**config.mk**
```make
export PLATFORM = sky130hd
export DESIGN_NAME = pf_vf_rtable_lut
export DESIGN_NICKNAME = d
export VERILOG_FILES = /design/src/rtl/pf_vf_rtable_pkg.sv /design/src/rtl/pf_vf_rtable_prio_enc.sv /design/src/rtl/pf_vf_rtable_lut.sv
export SDC_FILE = /design/constraint.sdc
export NUM_CORES = 1
export LEC_CHECK = 0
export ABC_AREA = 0
export CAP_MARGIN = 20
export CORE_MARGIN = 4
export CORE_UTILIZATION = 25
export CTS_CLUSTER_SIZE = 16
export DETAILED_ROUTE_END_ITERATION = 8
export HOLD_SLACK_MARGIN = 0.12
export PLACE_DENSITY = 0.53
export SKIP_LAST_GASP = 1
export SLEW_MARGIN = 10
export SYNTH_ARGS = -nofsm -noshare
export SYNTH_HDL_FRONTEND = slang
export SYNTH_SLANG_ARGS = --single-unit
```
**constraint.sdc**
```tcl
create_clock -name clk -period 1.7 [get_ports clk]
set_clock_uncertainty 0.05 [all_clocks]
set_input_delay 0.425 -clock clk [delete_from_list [all_inputs] [get_ports clk]]
set_output_delay 0.425 -clock clk [all_outputs]
set_load 0.01 [all_outputs]
```
**src/rtl/pf_vf_rtable_pkg.sv**
```systemverilog
// rtl/pf_vf_rtable_pkg.sv - shared types and widths for the PF/VF routing-table lookup engine
package pf_vf_rtable_pkg;

  localparam int RT_PF_W    = 3;
  localparam int RT_VF_W    = 11;
  localparam int RT_PORT_W  = 2;
  localparam int MISS_CNT_W = 16;

  typedef struct packed {
    logic                 valid;
    logic [RT_PF_W-1:0]   pf;
    logic [RT_VF_W-1:0]   vf;
    logic                 vf_active;
    logic                 vf_wild;
    logic [RT_PORT_W-1:0] port;
  } t_rtable_entry;

  // Index/port field width; a single-value field still needs one bit.
  function automatic int rt_width(input int n);
    return (n < 2) ? 1 : $clog2(n);
  endfunction

endpackage

```
**src/rtl/pf_vf_rtable_prio_enc.sv**
```systemverilog
// rtl/pf_vf_rtable_prio_enc.sv - lowest-index-wins priority encoder with hit flag
module pf_vf_rtable_prio_enc #(
  parameter int N     = 8,
  parameter int IDX_W = 3
) (
  input  logic [N-1:0]     req_i,
  output logic             hit_o,
  output logic [IDX_W-1:0] idx_o
);

  always_comb begin
    hit_o = |req_i;
    idx_o = '0;
    for (int i = N - 1; i >= 0; i--) begin
      if (req_i[i]) idx_o = IDX_W'(i);
    end
  end

endmodule

```
**src/rtl/pf_vf_rtable_lut.sv**
```systemverilog
// rtl/pf_vf_rtable_lut.sv - runtime-programmable PF/VF routing table, 2-stage lookup; PFVF_RTABLE_MISS_CNT_EN builds the miss counter
module pf_vf_rtable_lut
  import pf_vf_rtable_pkg::*;
#(
  parameter int NUM_ENTRIES  = 8,
  parameter int NUM_PORT     = 4,
  parameter int PF_WIDTH     = RT_PF_W,
  parameter int VF_WIDTH     = RT_VF_W,
  parameter int DEFAULT_PORT = 0,
  parameter int PORT_WIDTH   = rt_width(NUM_PORT),
  parameter int IDX_WIDTH    = rt_width(NUM_ENTRIES)
) (
  input  logic                  clk,
  input  logic                  rst_n,
  input  logic                  wr_en,
  input  logic [IDX_WIDTH-1:0]  wr_idx,
  input  logic                  wr_valid,
  input  logic [PF_WIDTH-1:0]   wr_pf,
  input  logic [VF_WIDTH-1:0]   wr_vf,
  input  logic                  wr_vf_active,
  input  logic                  wr_vf_wild,
  input  logic [PORT_WIDTH-1:0] wr_port,
  input  logic                  req_valid,
  output logic                  req_ready,
  input  logic [PF_WIDTH-1:0]   req_pf,
  input  logic [VF_WIDTH-1:0]   req_vf,
  input  logic                  req_vf_active,
  output logic                  rsp_valid,
  input  logic                  rsp_ready,
  output logic [PORT_WIDTH-1:0] rsp_port,
  output logic                  rsp_hit,
  output logic [IDX_WIDTH-1:0]  rsp_idx,
  output logic [15:0]           miss_cnt,
  input  logic                  miss_cnt_clr
);

  t_rtable_entry tbl_q [NUM_ENTRIES];
  t_rtable_entry wr_entry;

  logic [NUM_ENTRIES-1:0]                 match;
  logic [NUM_ENTRIES-1:0][PORT_WIDTH-1:0] port_vec;
  logic                                   en;

  logic                                   s1_valid_q;
  logic [NUM_ENTRIES-1:0]                 match_q;
  logic [NUM_ENTRIES-1:0][PORT_WIDTH-1:0] s1_port_q;

  logic                  enc_hit;
  logic [IDX_WIDTH-1:0]  enc_idx;
  logic                  rsp_valid_q;
  logic                  rsp_hit_q;
  logic [PORT_WIDTH-1:0] rsp_port_q;
  logic [IDX_WIDTH-1:0]  rsp_idx_q;

  always_comb begin
    wr_entry           = '0;
    wr_entry.valid     = wr_valid;
    wr_entry.pf        = RT_PF_W'(wr_pf);
    wr_entry.vf        = RT_VF_W'(wr_vf);
    wr_entry.vf_active = wr_vf_active;
    wr_entry.vf_wild   = wr_vf_wild & wr_vf_active;
    wr_entry.port      = RT_PORT_W'(wr_port);
  end

  always_ff @(posedge clk or negedge rst_n) begin
    if (!rst_n) begin
      for (int i = 0; i < NUM_ENTRIES; i++) tbl_q[i] <= '0;
    end else if (wr_en && (int'(wr_idx) < NUM_ENTRIES)) begin
      tbl_q[wr_idx] <= wr_entry;
    end
  end

  always_comb begin
    for (int i = 0; i < NUM_ENTRIES; i++) begin
      match[i] = tbl_q[i].valid
              && (tbl_q[i].pf == RT_PF_W'(req_pf))
              && (tbl_q[i].vf_active == req_vf_active)
              && (tbl_q[i].vf_wild || !tbl_q[i].vf_active || (tbl_q[i].vf == RT_VF_W'(req_vf)));
      port_vec[i] = PORT_WIDTH'(tbl_q[i].port);
    end
  end

  assign en        = !rsp_valid_q || rsp_ready;
  assign req_ready = en;

  // Ports are captured with the match vector so a later write cannot alter an in-flight result.
  always_ff @(posedge clk or negedge rst_n) begin
    if (!rst_n) begin
      s1_valid_q <= 1'b0;
      match_q    <= '0;
      s1_port_q  <= '0;
    end else if (en) begin
      s1_valid_q <= req_valid;
      if (req_valid) begin
        match_q   <= match;
        s1_port_q <= port_vec;
      end
    end
  end

  pf_vf_rtable_prio_enc #(
    .N     (NUM_ENTRIES),
    .IDX_W (IDX_WIDTH)
  ) u_prio_enc (
    .req_i (match_q),
    .hit_o (enc_hit),
    .idx_o (enc_idx)
  );

  always_ff @(posedge clk or negedge rst_n) begin
    if (!rst_n) begin
      rsp_valid_q <= 1'b0;
      rsp_hit_q   <= 1'b0;
      rsp_port_q  <= '0;
      rsp_idx_q   <= '0;
    end else if (en) begin
      rsp_valid_q <= s1_valid_q;
      if (s1_valid_q) begin
        rsp_hit_q  <= enc_hit;
        rsp_idx_q  <= enc_idx;
        rsp_port_q <= enc_hit ? s1_port_q[enc_idx] : PORT_WIDTH'(DEFAULT_PORT);
      end
    end
  end

  assign rsp_valid = rsp_valid_q;
  assign rsp_hit   = rsp_hit_q;
  assign rsp_port  = rsp_port_q;
  assign rsp_idx   = rsp_idx_q;

`ifdef PFVF_RTABLE_MISS_CNT_EN
  logic [MISS_CNT_W-1:0] miss_cnt_q;
  logic [MISS_CNT_W-1:0] miss_cnt_d;
  logic                  miss_xfer;

  assign miss_xfer = rsp_valid_q && rsp_ready && !rsp_hit_q;

  // Clear has priority over a same-cycle increment.
  always_comb begin
    miss_cnt_d = miss_cnt_q;
    if (miss_cnt_clr) begin
      miss_cnt_d = '0;
    end else if (miss_xfer && (miss_cnt_q != '1)) begin
      miss_cnt_d = miss_cnt_q + 1'b1;
    end
  end

  always_ff @(posedge clk or negedge rst_n) begin
    if (!rst_n) begin
      miss_cnt_q <= '0;
    end else if (miss_cnt_clr || miss_xfer) begin
      miss_cnt_q <= miss_cnt_d;
    end
  end

  assign miss_cnt = 16'(miss_cnt_q);
`else
  logic unused_miss_cnt_clr;
  assign unused_miss_cnt_clr = miss_cnt_clr;
  assign miss_cnt            = '0;
`endif

endmodule

```
# --- Yosys cells after proc, flatten, opt, wreduce, memory -nomap -nowiden ---
# Index checks and enable logic that the tools add are counted.
totals:
  regBits: 184
  out_inout_bits: 24
  word_cells: 159
op_classes:
  magnitude_cmp: 3
  eq_ne: 24
  muxes: 14
  bitwise_logic: 2
  n_reduce_logical: 54
op_table:
  columns: ["cell", "n"]
  rows:
  - ["$bwmux 152", 1]
  - ["$eq 11x11->1", 8]
  - ["$demux 19 s3", 1]
  - ["$logic_and 1x1->1", 25]
  - ["$eq 3x3->1", 8]
  - ["$mux 3", 8]
  - ["$mux 19", 1]
  - ["$logic_or 1x1->1", 17]
  - ["$logic_not 1->1", 9]
  - ["$eq 1x1->1", 8]
  - ["$reduce_or 8->1", 1]
  - ["$bmux 2 s3", 1]
  - ["$ge 4x4->1 const B", 1]
  - ["$lt 3x4->1 const B", 1]
  - ["$lt 4x1->1 const B", 1]
  - ["$mux 2", 2]
  - ["$not 3->4", 1]
  - ["$reduce_and 2->1", 2]
  - ["$and 1x1->1", 1]

# --- Longest topological paths before layout ---
logic_depth:
  depth_word: 11
  mapped_depth: 7
  depth_no_buf: 5

# --- Hierarchy ---
# From an unflattened synthesis, not the netlist that was laid out.
unflattened:
  cells_unflattened: 653
  hier_area_um2: 8620.8
modules_own_cells:
  columns: ["module", "instances", "cells_each", "area_each_um2"]
  rows:
  - ["pf_vf_rtable_lut", 1, 640, 8539.4]
  - ["pf_vf_rtable_prio_enc", 1, 13, 81.3]

# --- Worst setup path before layout ---
# OpenSTA, ideal clock, no wires.
synth_path:
  path_type: "input port to flip-flop"
  startpoint: "in rsp_ready"
  endpoint: "reg rsp_port_q[0], in the netlist rsp_port[0]"
  setup_time_ps: 136
  arrival_time_ps: 1532
  required_time_ps: 1514
  slack_ps: -17
  path_stages: 6
  cell_sequence: "nand2b_1 -> buf_2 -> nand2_2 -> a2111oi_4 -> and2_1 -> a221oi_2"
synth_via:
  elab_chain_cells: 2
synth_rtl:
  columns: ["item", "line", "rtl"]
  rows:
  - ["start: declaration", "pf_vf_rtable_lut.sv:29", "input logic rsp_ready,"]
  - ["$logic_or 1x1->1", "pf_vf_rtable_lut.sv:83", "assign en = !rsp_valid_q || rsp_ready;"]
  - ["via req_ready", "pf_vf_rtable_lut.sv:24", "output logic req_ready,"]
  - ["$reduce_and 2->1 (no source line)", null, null]
  - ["end signal: assignment", "pf_vf_rtable_lut.sv:121", "rsp_port_q <= enc_hit ? s1_port_q[enc_idx] : PORT_WIDTH'(DEFAULT_PORT);"]
  - ["end: declaration", "pf_vf_rtable_lut.sv:52", "logic [PORT_WIDTH-1:0] rsp_port_q;"]
# The timed path passes the listed nets, and every way through them passes these cells.
# A chain may end at the register's enable or synchronous reset.

# --- Worst setup path in the final report ---
layout_path:
  startpoint: "reg match_q[6]"
  endpoint: "reg rsp_port_q[0], in the netlist rsp_port[0]"
layout_via:
  elab_chain_cells: 10
  word_cells_on_any_way: 11
layout_rtl:
  columns: ["item", "line", "rtl"]
  rows:
  - ["start: declaration", "pf_vf_rtable_lut.sv:45", "logic [NUM_ENTRIES-1:0] match_q;"]
  - ["start signal: assignment", "pf_vf_rtable_lut.sv:95", "match_q <= match;"]
  - ["$mux 3 (7 in series)", "pf_vf_rtable_prio_enc.sv:15", "if (req_i[i]) idx_o = IDX_W'(i);"]
  - ["$bmux 2 s3", "pf_vf_rtable_lut.sv:121", null]
  - ["$mux 2 (not written as such)", "pf_vf_rtable_lut.sv:121", null]
  - ["$mux 2 (*)", "pf_vf_rtable_lut.sv:121", null]
# Mark *: on every way between the ends. The rest lies on a longest branch, timed or not. The select of a mux whose other input is x is not followed.

==> impl_metrics.ini <==
[pwr]
power.switching_uw = 3500
power.clock.fraction_pct = 33.9
switching_share_pct = 27.1
irDropWorstVdd_v = 0.000735
seqPwrFrac_pct = 46.2
power_density_nw_per_um2 = 1160
comb_power_share_pct = 19.9
internal_power_uw = 9430
power_leakage_uw = 0.00476

[synthesis]
synth-edff-count = 0
mappedNetlistArea_sq_um = 8690
synth.top_cells.by_count = 184 x sky130_fd_sc_hd__dfrtp_1, 144 x sky130_fd_sc_hd__mux2_1, 68 x sky130_fd_sc_hd__xor2_1
synth_sequential_area_ratio_pct = 53.0
netlist-cell-type-count = 39
syn_area_per_cell_sq_um = 13.0
synth_top_flop_cell = sky130_fd_sc_hd__dfrtp_1
synth_top_family_by_area = multiplexers
syn_inst = 667
synth_top_area_share_pct = 53.0
ys_seq_elements = 184
asyncSetResetFlopFracSynth_pct = 100
share_of_the_synthesized_area_in_compound_gates_ao_oa_aoi_oai_pct = 3.47
yosys-top-cells-area = sky130_fd_sc_hd__dfrtp_1 53%, sky130_fd_sc_hd__mux2_1 19%, sky130_fd_sc_hd__xor2_1 6.9%
netlist.top_cell.by_area = sky130_fd_sc_hd__dfrtp_1
synth-adder-area-share_pct = 0
synth.area.mux_share_pct = 21.1
ys_warn_count = 0
yosys.area_share.xor_xnor_pct = 12.1
synth_simple_gate_area_share_pct = 6.57
synthMostInstantiatedCell = sky130_fd_sc_hd__dfrtp_1

[floorplanning]
die_y_um = 194
floorplan.initialDensity_pct = 25.3
placementRows = 68
total_die_area_sq_um = 37800
die_w_um = 194
core-area_sq_um = 34400
design.portCount = 67

[route]
dr.first_iter.drc_count = 221
route.vias.total = 5364
postRouteWirelength_mm = 21.1
wl_per_cell_um = 16.9
remaining_drc_errors = 0
drt_pre_antenna_iters = 4
routed_via_density = 4.31
final_antenna_net_count = 0

[worst_setup_path]
critical_path.n_buffers_inverters = 0
critical_path.max_stage_delay_ps = 390
worst_path_most_repeated_cell = sky130_fd_sc_hd__a221oi_2
crit_family = compound AO/OA/AOI/OAI gates
rrSetupSlack_ps = 20
critical_path_peak_fanout = 3
cp_cell_sequence = nand2b_4 -> a221oi_4 -> mux2_4 -> a221oi_2 -> a221oi_2
crit_path_end_kind = flip-flop
rr_worst_depth = 5
worstReg2RegStart = match_q[6]
worst-endpoint-required_ps = 1960
critPathLaunchType = flip-flop
critical-path-slowest-cell = sky130_fd_sc_hd__dfrtp_1
reg2reg_to = rsp_port[0]
critical_setup_path_class = reg -> reg
worst-endpoint-arrival_ps = 1940

[min_path]
min-delay-start = tbl_q[151]
hold-path-endpoint = tbl_q[151]
whs_path_depth = 1
holdCritPathClass = reg -> reg

[finish]
antenna_cells_inserted = 0
fillers = 3441
final_core_util_pct = 32.5
drive_gt1_share_pct = 19.6
final_cell_area_sq_um = 11200
fin_nets = 819
sequential_cell_area_sq_um = 4600
total_area_of_multi_input_combinational_cells_sq_um = 3930
area_delta_synth_final_pct = 28.6

[clocking]
ctsRootBufferMaster = sky130_fd_sc_hd__clkbuf_16
tritoncts_num_sinks = 184
cts-buffers-inserted = 17
tritoncts = built
worst_setup_hold_path_clk_slew_ps = 70
clock_tree.htree_level_count = 4
clock_insertion_delay_worst_skew_ps = 430
clock_path_buffers = 2

[timing]
setup_viol_count_final = 0
timing_hold_violations_final = 0
slew_violations = 0
grt_setup_unrepaired = true
achievable-frequency_mhz = 594
final_min_period_over_clock_period_pct = 99.0
finalCriticalPeriod_ps = 1680

[global_routing]
number_of_global_route_vias_before_repair = 5666
grt_remaining_overflow = 0
pin_count_of_the_biggest_net_entering_global_routing = 45
initial_antenna_violation_count = 0
grt.total_usage_pct = 11.6
grt_pass1_wl_mm = 33.8

[run]
maxCapViolations = 0

[placement]
placed_cell_area_sq_um = 10300
dp_hpwl_mm = 14.6
routabilityCongestion = 0.725
port_buffers = 49

[outcome]
run_status = complete, no violations
==> metal layers <==
| layer | GRT usage [%] | wire length, um |
|---|---|---|
| met5 | 0 | 0 |
| met4 | 2.37 | 187 |
| met3 | 2.60 | 690 |
| met2 | 19.6 | 10500 |
| met1 | 15.3 | 9720 |
==> power groups by stage <==
stage / sequential (uW) / combinational [uW] / clock (uW)
final: 5970 / 2570 / 4380
after global routing: 6100 / 2860 / 4680
after CTS: 5970 / 2600 / 4510
after detailed placement: 6050 / 2590 / 0
after global placement: 6020 / 2550 / 0
after floorplan: 5920 / 1690 / 0
==> per-stage QoR <==
step	hold WS, ps	worst slack [ps]	total power, uW	setup TNS [ps]	std cells
after detailed placement	349	-566	8640	-66200	1206
after global routing	442	-60.9	13600	-91.7	1244
after CTS	431	-176	13100	-176	1243
after global placement	354	-540	8570	-64200	1206
after floorplan	79.4	3.81	7610	0	682
final	431	17.6	12900	0	1244
==> worst max-delay path by stage <==
stage                          start     endpoint  slack, ps  depth (start not counted)
after floorplan           match_q[6]  rsp_port[0]          4                          5
after CTS                  rsp_ready    req_ready       -180                          4
after global placement     req_vf[6]   match_q[2]       -540                          8
after detailed placement   req_vf[4]   match_q[1]       -570                          7
final                     match_q[6]  rsp_port[0]         20                          5
after global routing      match_q[6]  rsp_port[0]        -60                          5
==> timing repair <==
action	in CTS	in global routing
pin swaps	9	9
hold buffers	1	0
setup buffers	2	1
hold endpoints to repair	36	0
gates cloned	2	0
endpoints found under the setup margin	39	27
gates resized for setup	26	16
==> logic make-up (layout without fill, tap and decap cells) <==
kind of cell	Yosys count	after routing
XOR/XNOR	120	120
flip-flops	184	184
other	1	16
multiplexers	162	162
AND/OR/NAND/NOR	103	103
buffers and inverters	60	167
AO/OA/AOI/OAI	37	37
==> cells in the final DEF (no fill, tap or decap), drive strengths merged, types with 9 or more instances in the layout <==
cell / netlist / routed
conb: 1 / 16
xnor2: 52 / 52
mux2: 162 / 162
nor3: 13 / 13
dfrtp: 184 / 184
nand3: 20 / 20
buf: 47 / 77
clkbuf: 6 / 20
clkdlybuf4s50: 0 / 27
o21ai: 17 / 17
xor2: 68 / 68
inv: 7 / 10
nand2: 18 / 18
nand4: 9 / 9
nor4: 16 / 16
dlygate4sd2: 0 / 16
==> sequential cells by signal, summed over array words and instances, names as in the netlist <==
name	cells
rsp_valid	1
rsp_port	2
rsp_idx	3
rsp_hit	1
match_q	8
s1_port_q	16
tbl_q	136
port_vec	16
s1_valid_q	1
==> layout make-up <==
type	count	area share [%]
clock buffers	18	3.84
flip-flops and latches	184	41.2
inverters	7	0.235
repair buffers	128	12.5
well taps	455	5.10
clock inverters	14	1.97
multi-input cells	438	35.1
==> worst reg2reg max path, cell delays in order (launching register included) <==
cell	delay (ps)
sky130_fd_sc_hd__dfrtp_1	390
sky130_fd_sc_hd__nand2b_4	150
sky130_fd_sc_hd__a221oi_4	340
sky130_fd_sc_hd__mux2_4	350
sky130_fd_sc_hd__a221oi_2	240
sky130_fd_sc_hd__a221oi_2	50
No activity file was read; power rests on OpenSTA's default activity.
